--- config.mk ---
export PLATFORM = sky130hd
export DESIGN_NAME = lo_freq_monitor
export DESIGN_NICKNAME = d
export VERILOG_FILES = /design/src/rtl/lo_freq_monitor.sv
export SDC_FILE = /design/constraint.sdc
export NUM_CORES = 1
export LEC_CHECK = 0
export CAP_MARGIN = 20
export CORE_MARGIN = 1.5
export CORE_UTILIZATION = 60
export DETAILED_ROUTE_END_ITERATION = 12
export GPL_ROUTABILITY_DRIVEN = 0
export GPL_TIMING_DRIVEN = 0
export PLACE_DENSITY = 0.83
export RECOVER_POWER = 100
export SYNTH_ARGS = -nofsm -noshare
export SYNTH_HDL_FRONTEND = slang
export SYNTH_SLANG_ARGS = --single-unit
--- constraint.sdc ---
create_clock -name clk -period 3.7 [get_ports clk]
set_input_delay 0.37 -clock clk [delete_from_list [all_inputs] [get_ports clk]]
set_output_delay 0.37 -clock clk [all_outputs]
set_load 0.01 [all_outputs]
--- src/rtl/lo_freq_monitor.sv ---
// LO frequency monitor: counts synchronized lo_p rising edges over a 2^(BASE_LOG2+gate_sel)
// cycle window and flags loss of lo_p/lo_n complementarity during that window.
module lo_freq_monitor #(
  parameter int CNT_W     = 12,
  parameter int BASE_LOG2 = 8
) (
  input  logic             clk,
  input  logic             rst_n,
  input  logic             lo_p,
  input  logic             lo_n,
  input  logic             start,
  input  logic [1:0]       gate_sel,
  output logic             busy,
  output logic             done,
  output logic [CNT_W-1:0] count,
  output logic             fault
);

  localparam int TW = BASE_LOG2 + 3;

  typedef enum logic [1:0] {
    IDLE = 2'd0,
    ARM  = 2'd1,
    GATE = 2'd2,
    DONE = 2'd3
  } state_t;

  state_t           state_q, state_d;
  logic             p_meta_q, sp_q, spd_q, n_meta_q, sn_q;
  logic             rise_s, eq_s;
  logic [1:0]       gsel_q, gsel_d;
  logic [TW-1:0]    timer_q, timer_d, timer_last_s;
  logic [CNT_W-1:0] edges_q, edges_d, count_q, count_d;
  logic             eq_prev_q, eq_prev_d, fault_acc_q, fault_acc_d;
  logic             fault_q, fault_d, busy_q, busy_d, done_q, done_d;

  // Two-flop synchronizers on both LO phases plus a delay flop for edge detection.
  always_ff @(posedge clk or negedge rst_n) begin
    if (!rst_n) begin
      p_meta_q <= 1'b0;
      sp_q     <= 1'b0;
      spd_q    <= 1'b0;
      n_meta_q <= 1'b0;
      sn_q     <= 1'b0;
    end else begin
      p_meta_q <= lo_p;
      sp_q     <= p_meta_q;
      spd_q    <= sp_q;
      n_meta_q <= lo_n;
      sn_q     <= n_meta_q;
    end
  end

  assign rise_s       = sp_q & ~spd_q;
  assign eq_s         = (sp_q == sn_q);
  assign timer_last_s = {TW{1'b1}} >> (2'd3 - gsel_q);

  // Measurement sequencing; results are captured on the final gate cycle so they are valid with done.
  always_comb begin
    state_d     = state_q;
    gsel_d      = gsel_q;
    timer_d     = timer_q;
    edges_d     = edges_q;
    eq_prev_d   = eq_prev_q;
    fault_acc_d = fault_acc_q;
    count_d     = count_q;
    fault_d     = fault_q;
    case (state_q)
      IDLE: begin
        if (start) begin
          state_d = ARM;
        end else begin
          state_d = IDLE;
        end
      end
      ARM: begin
        edges_d     = {CNT_W{1'b0}};
        timer_d     = {TW{1'b0}};
        fault_acc_d = 1'b0;
        eq_prev_d   = 1'b0;
        gsel_d      = gate_sel;
        state_d     = GATE;
      end
      GATE: begin
        // Saturate instead of wrapping when CNT_W is too narrow for the fastest LO.
        if (rise_s && (edges_q != {CNT_W{1'b1}})) begin
          edges_d = edges_q + CNT_W'(1);
        end else begin
          edges_d = edges_q;
        end
        if (eq_s && eq_prev_q) begin
          fault_acc_d = 1'b1;
        end else begin
          fault_acc_d = fault_acc_q;
        end
        eq_prev_d = eq_s;
        timer_d   = timer_q + TW'(1);
        if (timer_q == timer_last_s) begin
          state_d = DONE;
          count_d = edges_d;
          fault_d = fault_acc_d;
        end else begin
          state_d = GATE;
        end
      end
      DONE: begin
        state_d = IDLE;
      end
      default: begin
        state_d = IDLE;
      end
    endcase
    busy_d = (state_d != IDLE);
    done_d = (state_d == DONE);
  end

  // State and result registers.
  always_ff @(posedge clk or negedge rst_n) begin
    if (!rst_n) begin
      state_q     <= IDLE;
      gsel_q      <= 2'd0;
      timer_q     <= {TW{1'b0}};
      edges_q     <= {CNT_W{1'b0}};
      eq_prev_q   <= 1'b0;
      fault_acc_q <= 1'b0;
      count_q     <= {CNT_W{1'b0}};
      fault_q     <= 1'b0;
      busy_q      <= 1'b0;
      done_q      <= 1'b0;
    end else begin
      state_q     <= state_d;
      gsel_q      <= gsel_d;
      timer_q     <= timer_d;
      edges_q     <= edges_d;
      eq_prev_q   <= eq_prev_d;
      fault_acc_q <= fault_acc_d;
      count_q     <= count_d;
      fault_q     <= fault_d;
      busy_q      <= busy_d;
      done_q      <= done_d;
    end
  end

  assign busy  = busy_q;
  assign done  = done_q;
  assign count = count_q;
  assign fault = fault_q;

endmodule
==> metrics.cfg, run 1 <==
[logic_synthesis]
netlist_area_um2 = 2440
synth.avg_cell_area_um2 = 10.0
syn_nets = 256
synth.yosys.seq_area_share_pct = 50.2
ys_types = 47
yosysWarnings = 0
synth_seq_cells = 49
synth_cells = 244

[drt]
wl_um = 4920
drt_iter0_markers = 158
vias = 1877
dr.pass1.iters = 4
wire_per_inst_um = 15.1
post-route-drc-count = 0
via_per_inst = 5.78
postRouteAntennaNets = 0

[clock_tree]
cts_tree = yes
cts_resized = 0
ctsHoldBuffers = 1
clk_latency_ns = 0.30
cts-buffers-inserted = 5
clock_path_buffers = 2
cts-root-buf = clkbuf_8
ctsHtreeMaxLevel = 2
cts_setup_buffers = 0
clock-sinks = 49
path_clk_slew_ns = 0.08

[cells_and_area]
multiInputGateArea_um2 = 1050
final_nets = 286
area_delta_synth_final_pct = 13.8
num-fill-cells = 300
drive_above_1_share_pct = 5.82
diodes = 0
ff_latch_area_um2 = 1230
final_util_pct = 70.5

[sta]
tightest_slew_ns = 0.717
setup_violations = 0
layout_setup_ws_ns = 1.53
timing.final.crit_share_pct = 58.7
slew_violations = 0
slew_headroom_pct = 51.8
tns_ns = 0
max_freq_ghz = 0.460
post-route-min-period_ns = 2.17
rsz0062_at_grt = no
clock-skew-final_ns = 0.00790
hold_viol = 0

[grt]
antenna_found_initial = 0
grt_use_total_pct = 25.0
grt_max_degree = 40
grt_pass1_vias = 1721
grt_pass1_wl_um = 8260
gr-total-overflow = 0

[setup_path]
required_ns = 3.89
crit_buf_inv = 0
reg2reg_slack_ns = 1.53
crit_fanout = 5
endpoint_kind = flip-flop
start_kind = flip-flop
arrival_ns = 2.37
reg2reg_depth = 5
cp_top_family = simple AND/OR/NAND/NOR gates
reg2reg_from = sp_q$_DFF_PN0_
cpPeakStageDelay_ns = 0.64
r2r-end = edges_q[11]$_DFFE_PN0P_
crit_start = sp_q$_DFF_PN0_
critPathSlowestCell = nor4_1
path_class = flip-flop to flip-flop
crit_chain = nor2b_1 -> nand3_1 -> nor4_1 -> o21ai_0 -> a22o_1

[worst_hold_path]
hold_path_class = flip-flop to flip-flop
holdPathEnd = sp_q$_DFF_PN0_
hold_start = p_meta_q$_DFF_PN0_
holdPathStages = 0

[job]
maxCapViolations = 0

[power]
p_leak_nw = 1.24
ir_worst_vdd_v = 0.000235
power_density_nw_per_um2 = 397

[place]
numPortBuffers = 21
dp_hpwl_um = 3460
place_ws_ns = 1.81

[floorplan]
rows = 23
die_h_um = 66.8
dieWidth_um = 66.8
die-area_um2 = 4460
coreArea_um2 = 3940
initial_utilization_pct = 61.9
ios = 22

[status]
status = complete, no violations

-- metal layers --
| layer | share of wire [%] | routed length (um) | track usage [%] |
|---|---|---|---|
| met3 | 5.3 | 259 | 5.24 |
| met4 | 1.6 | 78 | 9.18 |
| met2 | 44 | 2160 | 37.1 |
| met5 | 0 | 0 | 0 |
| met1 | 49 | 2420 | 35.9 |
-- cells in the final DEF (no fill, tap or decap), types with 3 or more instances in the layout --
master / instances
clkbuf_1: 9
nor3_1: 3
xor2_1: 5
dlygate4sd3_1: 18
nor4_1: 3
clkdlybuf4s50_1: 3
o21ai_0: 24
nand4_1: 5
nor2b_1: 3
nand3_1: 9
xnor2_1: 11
a22o_1: 4
ha_1: 5
inv_1: 15
o22ai_1: 4
nor2_1: 17
clkbuf_8: 6
and3_1: 4
nand2_1: 31
a21o_1: 3
a21oi_1: 6
a31oi_1: 3
dfrtp_1: 49
-- metrics by stage --
| step | power, mW | area (um^2) | instances | hold slack, ns |
|---|---|---|---|---|
| final | 1.10 | 2780 | 325 | 0.352 |
| after global routing | 1.16 | 2780 | 325 | 0.372 |
| after CTS | 1.11 | 2860 | 325 | 0.358 |
| after detailed placement | 0.717 | 2730 | 316 | 0.269 |
| after global placement | 0.711 | 2720 | 315 | 0.332 |
| after floorplan | 0.676 | 2440 | 244 | 0.0744 |
-- state kept, by name, summed over array words and instances (netlist names) --
signal	count
fault_acc_q	1
fault	1
edges_q	12
state_q	2
done	1
busy	1
n_meta_q	1
spd_q	1
eq_prev_q	1
p_meta_q	1
count	12
sn_q	1
gsel_q	2
timer_q	11
sp_q	1
-- worst reg2reg max path: stages (launching register included) --
cell and delay [ns]:
dfrtp_1 0.41, nor2b_1 0.36, nand3_1 0.20, nor4_1 0.64, o21ai_0 0.19, a22o_1 0.27
-- where the power goes --
| part | switching (mW) | internal, mW | leakage [nW] |
|---|---|---|---|
| logic | 0.0632 | 0.0527 | 0.545 |
| clock network | 0.173 | 0.220 | 0.0585 |
| registers | 0.0319 | 0.561 | 0.634 |
-- worst max-delay path by stage --
| stage | to | slack [ns] | depth (start not counted) |
|---|---|---|---|
| finish | edges_q[11]$_DFFE_PN0P_ | 1.53 | 5 |
| global route | edges_q[11]$_DFFE_PN0P_ | 1.41 | 5 |
| CTS | edges_q[11]$_DFFE_PN0P_ | 1.77 | 5 |
| detailed placement | edges_q[4]$_DFFE_PN0P_ | 1.81 | 6 |
| global placement | edges_q[8]$_DFFE_PN0P_ | 0.92 | 1 |
| floorplan | count[0]$_DFFE_PN0P_ | 2.01 | 6 |
-- cells in the mapped netlist, drive strengths merged --
| master | number | area share [%] |
|---|---|---|
| o221ai | 1 | 0.36 |
| a31o | 1 | 0.36 |
| nand3 | 10 | 2.3 |
| mux2 | 2 | 0.92 |
| clkbuf | 5 | 0.77 |
| nor3b | 1 | 0.31 |
| ha | 5 | 2.6 |
| o41a | 1 | 0.46 |
| a211o | 1 | 0.72 |
| and4 | 2 | 0.72 |
| nand2 | 31 | 4.8 |
| xnor2 | 11 | 3.9 |
| buf | 3 | 1.1 |
| nor4 | 3 | 1.3 |
| mux2i | 2 | 0.82 |
| or2 | 1 | 0.26 |
| or3 | 2 | 0.51 |
| nand2b | 2 | 0.51 |
| a311oi | 1 | 0.61 |
| nand4 | 5 | 1.3 |
| o21ai | 26 | 6.9 |
| o31ai | 2 | 0.61 |
| nor2 | 17 | 2.6 |
| a21oi | 6 | 1.2 |
| o22ai | 4 | 1.0 |
| nor3 | 3 | 0.61 |
| xor2 | 5 | 1.8 |
| nor4b | 2 | 0.72 |
| inv | 15 | 2.3 |
| a21boi | 2 | 0.61 |
| o211ai | 2 | 0.61 |
| dfrtp | 49 | 50 |
| and4b | 1 | 0.41 |
| and3 | 5 | 1.3 |
| and2 | 1 | 0.26 |
| a31oi | 3 | 0.77 |
| o2111ai | 1 | 0.36 |
| a21o | 3 | 0.92 |
| a22o | 4 | 1.4 |
| nor2b | 3 | 0.77 |
-- cell families (layout without fill, tap and decap cells) --
group,after synthesis,after routing,share of synthesized area [%]
adders and majority gates,5,5,2.56
and+or+nand+nor,89,89,18.6
AOI/OAI and AO/OA,58,58,17.0
xor gates and xnor gates,16,16,5.74
muxes,4,4,1.74
DFF,49,49,50.2
buffers and inverters,23,54,4.20
-- area by class of cell --
type,instances,area share (%)
multi-input cells,172,37.9
well taps,50,2.25
clock buffers,7,3.11
inverters,15,2.03
repair buffers,23,8.42
clock inverters,1,1.08
plain buffers,8,1.13
flip-flops and latches,49,44.1
(Power assumes the default switching activity.)
==> run 2, diff against run 1 <==
--- a/config.mk
+++ b/config.mk
@@ -7,11 +7,11 @@
 export LEC_CHECK = 0
 export CAP_MARGIN = 20
 export CORE_MARGIN = 1.5
-export CORE_UTILIZATION = 60
+export CORE_UTILIZATION = 57
 export DETAILED_ROUTE_END_ITERATION = 12
 export GPL_ROUTABILITY_DRIVEN = 0
 export GPL_TIMING_DRIVEN = 0
-export PLACE_DENSITY = 0.83
+export PLACE_DENSITY = 0.79
 export RECOVER_POWER = 100
 export SYNTH_ARGS = -nofsm -noshare
 export SYNTH_HDL_FRONTEND = slang
==> constraint.sdc (replaced) <==
create_clock -name clk -period 2.02 [get_ports clk]
set_input_delay 0.202 -clock clk [delete_from_list [all_inputs] [get_ports clk]]
set_output_delay 0.202 -clock clk [all_outputs]
set_load 0.01 [all_outputs]
==> run 2 against run 1 <==
Against the previous run:
- clock power is 54% higher
- cell count stayed put
- via count is 1.9% lower
- sequential power is 84% higher
- register-to-register slack worse by 1.4 ns
- largest power group unchanged
==> metrics.cfg, run 2 (synthesis gave the netlist of run 1 again) <==
[status]
status = complete, no violations

[place]
numPortBuffers = 21
dp_hpwl_um = 3500
dpl_cell_area_um2 = 2740
place_ws_ns = -0.0172

[clock_tree]
clock_path_buffers = 2
clk_latency_ns = 0.30
cts-root-buf = clkbuf_8
ctsHtreeMaxLevel = 2
clock-sinks = 49
cts_tree = yes
path_clk_slew_ns = 0.09
cts-buffers-inserted = 5

[floorplan]
ios = 22
rows = 23
initial_utilization_pct = 60.2
dieWidth_um = 68.5
die-area_um2 = 4690
coreArea_um2 = 4060
die_h_um = 68.5

[setup_path]
crit_start = timer_q[9]$_DFFE_PN0P_
required_ns = 2.24
path_class = flip-flop to flip-flop
r2r-end = count[9]$_DFFE_PN0P_
crit_fanout = 10
reg2reg_depth = 5
reg2reg_from = timer_q[9]$_DFFE_PN0P_
start_kind = flip-flop
endpoint_kind = flip-flop
reg2reg_slack_ns = 0.16
endpoint = count[9]$_DFFE_PN0P_
arrival_ns = 2.08

[cells_and_area]
num-fill-cells = 330
area_delta_synth_final_pct = 16.0
layout_common_cells = dfrtp_1, nand2_1, o21ai_0
final_common_cell = dfrtp_1
stdcell_area_um2 = 2830
final_util_pct = 69.8
drive_above_1_share_pct = 9.82
diodes = 0
final_nets = 286

[worst_hold_path]
hold_path_class = flip-flop to flip-flop
hold_start = p_meta_q$_DFF_PN0_

[grt]
antenna_found_initial = 0
grt_pass1_wl_um = 7920
grt_pass1_vias = 1638
gr-total-overflow = 0
grt_use_total_pct = 23.5
grt_max_degree = 26

[sta]
slew_headroom_pct = 1.03
max_freq_ghz = 0.537
slew_violations = 0
tns_ns = 0
layout_setup_ws_ns = 0.158
clock-skew-final_ns = 0.00789
timing.final.crit_share_pct = 92.2
post-route-min-period_ns = 1.86
rsz0062_at_grt = no
hold_viol = 0
setup_violations = 0
tightest_slew_ns = 1.48
holdWs_ns = 0.352

[power]
p_leak_nw = 1.27
ir_worst_vdd_v = 0.000435
power_density_nw_per_um2 = 678

[drt]
wl_met3_um = 241
via_per_inst = 5.66
wl_um = 4870
wl_met2_um = 2160
top_layer = met4
drt-met1-wl_um = 2390
wire_per_inst_um = 15.0
vias = 1841
dr.pass1.iters = 4
post-route-drc-count = 0
postRouteAntennaNets = 0
drt_iter0_markers = 114

[job]
maxCapViolations = 0

==> run 2: worst max-delay path: stages (launching register included) <==
cell	delay (ns)
dfrtp_1	0.45
or3_1	0.38
a21o_1	0.16
a211o_1	0.40
buf_6	0.20
o21ai_0	0.18
==> run 2: area by class of cell <==
| class | count | area (um^2) | area share (%) |
|---|---|---|---|
| Inverter | 15 | 56.3 | 1.99 |
| Multi-Input combinational cell | 172 | 1100 | 38.9 |
| Sequential cell | 49 | 1230 | 43.3 |
| Timing Repair Buffer | 23 | 241 | 8.52 |
| Clock inverter | 2 | 13.8 | 0.486 |
| Buffer | 8 | 47.5 | 1.68 |
| Clock buffer | 6 | 82.6 | 2.92 |
| Tap cell | 50 | 62.6 | 2.21 |
==> run 2: how the worst min path moves through the flow <==
stage	endpoint	slack, ns	cells past startpoint
3_3_place_gp	sn_q$_DFF_PN0_	0.33	0
6_report	sp_q$_DFF_PN0_	0.35	0
2_1_floorplan	busy$_DFF_PN0_	-0.09	0
3_5_place_dp	edges_q[7]$_DFFE_PN0P_	0.25	1
4_1_cts	n_meta_q$_DFF_PN0_	0.33	1
5_1_grt	sn_q$_DFF_PN0_	0.37	0
==> run 2: where the power goes <==
part	internal [mW]	switching, mW
combinational	0.103	0.125
clock	0.278	0.327
sequential	1.03	0.0615
total	1.41	0.513
==> run 2: repair_timing <==
| item | in CTS | in global routing |
|---|---|---|
| hold endpoints to repair | 24 | 0 |
| setup endpoints to repair | 1 | 13 |
| setup buffers | 0 | 0 |
| hold buffers | 1 | 0 |
| resized for setup | 1 | 5 |
==> run 2: metrics by stage <==
| step | total power [mW] | std cells |
|---|---|---|
| final | 1.92 | 325 |
| after floorplan | 1.24 | 244 |
| after CTS | 1.93 | 325 |
| after global routing | 2.02 | 325 |
| after detailed placement | 1.32 | 316 |
| after global placement | 1.30 | 315 |
==> run 2: routing by layer <==
metal,global-route usage [%],vias to the layer above
met5,0,-
met2,33.7,49
met4,9.00,0
li1,-,921
met3,3.95,7
met1,35.3,864
==> run 3, diff against run 2 <==
==> constraint.sdc (replaced) <==
create_clock -name clk -period 2.02 [get_ports clk]
set_input_delay 0.505 -clock clk [delete_from_list [all_inputs] [get_ports clk]]
set_output_delay 0.505 -clock clk [all_outputs]
set_load 0.01 [all_outputs]
==> run 3 against run 2 <==
Against the previous run:
- clock-buffer cell count did not move
- sequential cell count did not move
- final area shrank 0.35%
- clock power about the same
- critical path depth did not move
- non-clock buffer count fell by 1
- wire length fell by 0.35%
- first-iteration DRC count grew 11%
- via count about the same
==> metrics.cfg, run 3 (synthesis gave the netlist of run 1 again) <==
[status]
status = complete, no violations

[cells_and_area]
stdcell_count = 324
layout_common_cells = dfrtp_1, nand2_1, o21ai_0
drive_above_1_share_pct = 9.85
final_nets = 285
num-fill-cells = 328
diodes = 0
final_common_cell = dfrtp_1
area_delta_synth_final_pct = 15.6

[setup_path]
crit_chain = or3_1 -> a21o_1 -> a211o_1 -> buf_6 -> o21ai_0
arrival_ns = 2.08
crit_fanout = 10
required_ns = 2.24
start_kind = flip-flop
critPathSlowestCell = dfrtp_1
cpPeakStageDelay_ns = 0.45
endpoint_kind = flip-flop
reg2reg_slack_ns = 0.16
crit_buf_inv = 1
cp_top_family = compound AO/OA/AOI/OAI gates
path_class = flip-flop to flip-flop

[floorplan]
initial_utilization_pct = 60.2
rows = 23
die-area_um2 = 4690
die_h_um = 68.5
ios = 22
dieWidth_um = 68.5
coreArea_um2 = 4060

[drt]
postRouteAntennaNets = 0
top_layer = met4
vias = 1842
drt-met1-wl_um = 2370
wl_um = 4850
dr.pass1.iters = 4
via_per_inst = 5.69
wire_per_inst_um = 15.0
post-route-drc-count = 0
wl_met2_um = 2170
wl_met3_um = 243
drt_iter0_markers = 127

[grt]
grt_use_total_pct = 23.4
grt_pass1_wl_um = 7900
grt_max_degree = 26
grt_pass1_vias = 1630
gr-total-overflow = 0
antenna_found_initial = 0

[sta]
slew_violations = 0
timing.final.crit_share_pct = 92.1
slew_headroom_pct = 2.89
clock-skew-final_ns = 0.00901
setup_violations = 0
tightest_slew_ns = 1.46
max_freq_ghz = 0.537
post-route-min-period_ns = 1.86
rsz0062_at_grt = no
hold_viol = 0

[clock_tree]
cts-buffers-inserted = 5
path_clk_slew_ns = 0.09
clock-sinks = 49
cts_tree = yes
ctsHoldBuffers = 0
cts-root-buf = clkbuf_8
ctsHtreeMaxLevel = 2
clk_latency_ns = 0.30
clock_path_buffers = 2

[power]
clockPowerShare_pct = 31.5
power_frac_comb_pct = 11.8
seqPwrFrac_pct = 56.7
swShare_pct = 26.7
p_total_mw = 1.92
ir_worst_vdd_v = 0.000436
power_density_nw_per_um2 = 680
p_leak_nw = 1.26
p_sw_mw = 0.512
internal_power_mw = 1.41

[worst_hold_path]
hold_path_class = flip-flop to flip-flop

[place]
dpl.cell_count = 316
numPortBuffers = 21
dp_hpwl_um = 3500

[job]
maxCapViolations = 0

-- run 3: changes by cell type in the layout (fill, tap and decap cells not counted) --
cell,change
dlygate4sd3_1,-1
-- run 3: path summary, 6_finish.rpt --
check | startpoint | end | depth (start not counted)
worst max-delay path | timer_q[9]$_DFFE_PN0P_ | count[9]$_DFFE_PN0P_ | 5
worst min-delay path | p_meta_q$_DFF_PN0_ | sp_q$_DFF_PN0_ | 0
worst max register to register | timer_q[9]$_DFFE_PN0P_ | count[9]$_DFFE_PN0P_ | 5
worst min register to register | p_meta_q$_DFF_PN0_ | sp_q$_DFF_PN0_ | 0
max in group asynchronous | rst_n | count[5]$_DFFE_PN0P_ | 1
min in group asynchronous | rst_n | edges_q[7]$_DFFE_PN0P_ | 1
-- run 3: layout make-up --
type / count / area (um^2) / share of cell area (%)
sequential: 49 / 1230 / 43.4
inverter: 15 / 56.3 / 1.99
timing repair buffer: 22 / 231 / 8.20
multi-input combinational: 172 / 1100 / 39.1
buffer: 8 / 47.5 / 1.68
clock buffer: 6 / 82.6 / 2.93
tap: 50 / 62.6 / 2.22
clock inverter: 2 / 13.8 / 0.488
-- run 3: routing by layer --
layer	track usage [%]	vias up
met5	0	-
li1	-	920
met4	9.00	0
met3	3.95	7
met2	33.7	56
met1	35.1	859
-- run 3: stage by stage --
step | util (%) | hold WS, ns | setup TNS, ns | cell area, um^2 | setup slack (ns)
after floorplan | - | 0.209 | 0 | 2440 | 0.334
after global placement | 66.9 | 0.332 | -42.73 | 2720 | -0.874
after detailed placement | 67.5 | 0.336 | -0.0172 | 2740 | -0.0172
after CTS | 70.0 | 0.223 | 0 | 2840 | 0.0771
after global routing | 69.6 | 0.366 | 0 | 2820 | 0.0267
final | 69.6 | 0.353 | 0 | 2820 | 0.159
-- run 3: repair_timing --
action,CTS,global route
setup buffers,0,0
setup endpoints to repair,1,13
resized for setup,1,5
-- run 3: power by group through the flow --
stage / sequential, mW / clock [mW] / combinational, mW
2_1_floorplan: 1.09 / 0 / 0.149
3_3_place_gp: 1.10 / 0 / 0.203
3_5_place_dp: 1.10 / 0 / 0.218
4_1_cts: 1.08 / 0.622 / 0.223
5_1_grt: 1.10 / 0.666 / 0.258
6_report: 1.09 / 0.604 / 0.226
==> edit, RTL diff (settings of run 2) <==
Register the inputs `lo_p`, `lo_n`, `start` and `gate_sel` before use, with the module's reset. The logic sees them one clock later. Comments in the files are not updated.
--- a/src/rtl/lo_freq_monitor.sv
+++ b/src/rtl/lo_freq_monitor.sv
@@ -25,6 +25,25 @@
     DONE = 2'd3
   } state_t;
 
+  logic lo_p_q;
+  logic lo_n_q;
+  logic start_q;
+  logic [1:0] gate_sel_q;
+
+  always_ff @(posedge clk or negedge rst_n) begin
+    if (!rst_n) begin
+      lo_p_q     <= '0;
+      lo_n_q     <= '0;
+      start_q    <= '0;
+      gate_sel_q <= '0;
+    end else begin
+      lo_p_q     <= lo_p;
+      lo_n_q     <= lo_n;
+      start_q    <= start;
+      gate_sel_q <= gate_sel;
+    end
+  end
+
   state_t           state_q, state_d;
   logic             p_meta_q, sp_q, spd_q, n_meta_q, sn_q;
   logic             rise_s, eq_s;
@@ -43,10 +62,10 @@
       n_meta_q <= 1'b0;
       sn_q     <= 1'b0;
     end else begin
-      p_meta_q <= lo_p;
+      p_meta_q <= lo_p_q;
       sp_q     <= p_meta_q;
       spd_q    <= sp_q;
-      n_meta_q <= lo_n;
+      n_meta_q <= lo_n_q;
       sn_q     <= n_meta_q;
     end
   end
@@ -67,7 +86,7 @@
     fault_d     = fault_q;
     case (state_q)
       IDLE: begin
-        if (start) begin
+        if (start_q) begin
           state_d = ARM;
         end else begin
           state_d = IDLE;
@@ -78,7 +97,7 @@
         timer_d     = {TW{1'b0}};
         fault_acc_d = 1'b0;
         eq_prev_d   = 1'b0;
-        gsel_d      = gate_sel;
+        gsel_d      = gate_sel_q;
         state_d     = GATE;
       end
       GATE: begin
Check against the original RTL: not equivalent (Yosys sat finds a counterexample within 4 cycles, from zero or initial values and one cycle with rst_n low).
==> edit against run 2 <==
Routed wire length shrank 0.14%. Utilization up 1.1 points. Count of clock-buffer cells in the layout up 1. Synthesized cell count increased by 2.0%. Sequential cell count up 5. Cell area rose by 3.0%. Sequential share of layout area grew 3.1 points. Synthesized area is 2.5% higher. Setup slack got worse by 0.016 ns. Largest cell class unchanged.
Power is not compared: it rests on default switching activity, and its combinational part moved more than twofold at a synthesized area within 25%.
==> edit: results (changes against run 2) <==
Root Driver=clkbuf_8; sw frac=0.346; cts bufs inserted=5 (unchanged); leakage=0.00125 uW; Max Fanout on Critical Path=6 (-4); synth cell count leaders=dfrtp_1, nand2_1, o21ai_0; Tot GR Track Use=0.224 (-0.0103); vias per inst=5.92 (+4.4%); worst skew pair latency=approximately 0.31 ns; Longest Clk Path Bufs=2 (unchanged); Clock Skews=0.00629 ns (-0.00160 ns); port bufs=21 (unchanged); sequential share of the synthesized area=0.540 (+0.0380); DP HPWL=3450 um (-1.6%); antenna cells=0 (unchanged); Hold Path Class=flop to flop; H-tree levels=2 (unchanged); Synth cell types=46 (-2.1%); initial antenna violation count=0 (unchanged); CP arrival=2.08 ns (about the same); Place WS=-0.0466 ns (-0.0294 ns); Clock transition at path regs=0.09 ns (about the same); status=finished clean; vias in the first global route=1880 (+15%); first-pass GRT wire length=8630 um (+8.9%); WL/cell=14.6 um (-2.2%); Pre-antenna DRT Iters=4 (unchanged); Max-slew headroom=0.488 (+0.477); fillers=308 (-6.7%); layout cell share with drive strength beyond 1=0.103 (+0.00466); syn_nets=261 (+2.0%); nets=293 (+2.4%); YS warnings=0 (unchanged); Synth area leaders=dfrtp_1, o21ai_0, nand2_1; largest net degree at the start of global routing=41 (+58%); Async SR Flop Fraction=1.00 (unchanged); Max VDD drop=0.000672 V; DR iter-0 viols=125 (+9.6%)
-- edit: cell count changes after synthesis, sizes merged, moves of 5 or more --
cell          run 2  this run
a21oi             6        15
nand2            31        26
nor2             17        11
dfrtp            49        54
-- edit: power groups by stage --
stage	Clock [uW]	Combinational [uW]	Sequential [uW]
after floorplan	0	573	1290
after global placement	0	836	1290
after detailed placement	0	861	1300
after CTS	675	865	1280
after global routing	733	905	1290
final	656	835	1280
-- edit: per-layer routing --
metal  track usage  part of all wire
met2         0.375              0.52
met1         0.288              0.43
met3        0.0480             0.040
met4        0.0828             0.014
met5             0                 0
-- edit: logic make-up (layout without fill, tap and decap cells) --
kind of cell / Yosys count / count (layout) / share of synthesized area
buf+inv: 23 / 56 / 0.0400
xor+xnor: 8 / 8 / 0.0280
simple gates: 89 / 89 / 0.192
fa+ha+maj: 5 / 5 / 0.0250
mux: 7 / 7 / 0.0295
flops: 54 / 54 / 0.540
compound gates: 63 / 63 / 0.145
-- edit: path summary, 6_finish.rpt --
kind                            start          to  slack [ns]  cells past startpoint
max reg2reg                edges_q[0]  edges_q[9]        0.14                      6
max in group asynchronous       rst_n  edges_q[0]        0.44                      3
min in group asynchronous       rst_n   count[11]        0.47                      2
min reg2reg                  n_meta_q        sn_q        0.35                      0
min                          n_meta_q        sn_q        0.35                      0
max                        edges_q[0]  edges_q[9]        0.14                      6
-- edit: worst max-delay path, cell delays in order, from the launching register on --
cell and delay (ns):
dfrtp_2 0.46, ha_1 0.28, nand4_1 0.14, nor2_1 0.09
nor4_1 0.44, o21ai_0 0.16, a22o_1 0.20
-- edit: repair_timing --
item,4_1_cts,5_1_grt
endpoints found under the setup margin,13,17
resized for setup,0,3
hold buffers,1,0
cloned,0,0
endpoints found under the hold margin,14,0
pin swaps,1,0
setup buffers,2,0
-- edit: layout make-up --
cell class              instances  area, sq um  share of cell area
plain buffers                   8         41.3              0.0142
well taps                      50         62.6              0.0215
clock buffers                   7         96.3              0.0330
repair buffers                 25          236              0.0811
clock inverters                 1         8.76             0.00300
multi-input cells             172         1060               0.364
flip-flops and latches         54         1350               0.464
inverters                      15         56.3              0.0193
-- edit: stage by stage --
| step | total power (uW) | cells | area (sq um) |
|---|---|---|---|
| after CTS | 2820 | 332 | 2920 |
| after floorplan | 1860 | 249 | 2500 |
| after detailed placement | 2160 | 321 | 2790 |
| after global routing | 2930 | 332 | 2920 |
| after global placement | 2130 | 320 | 2780 |
| final | 2770 | 332 | 2920 |
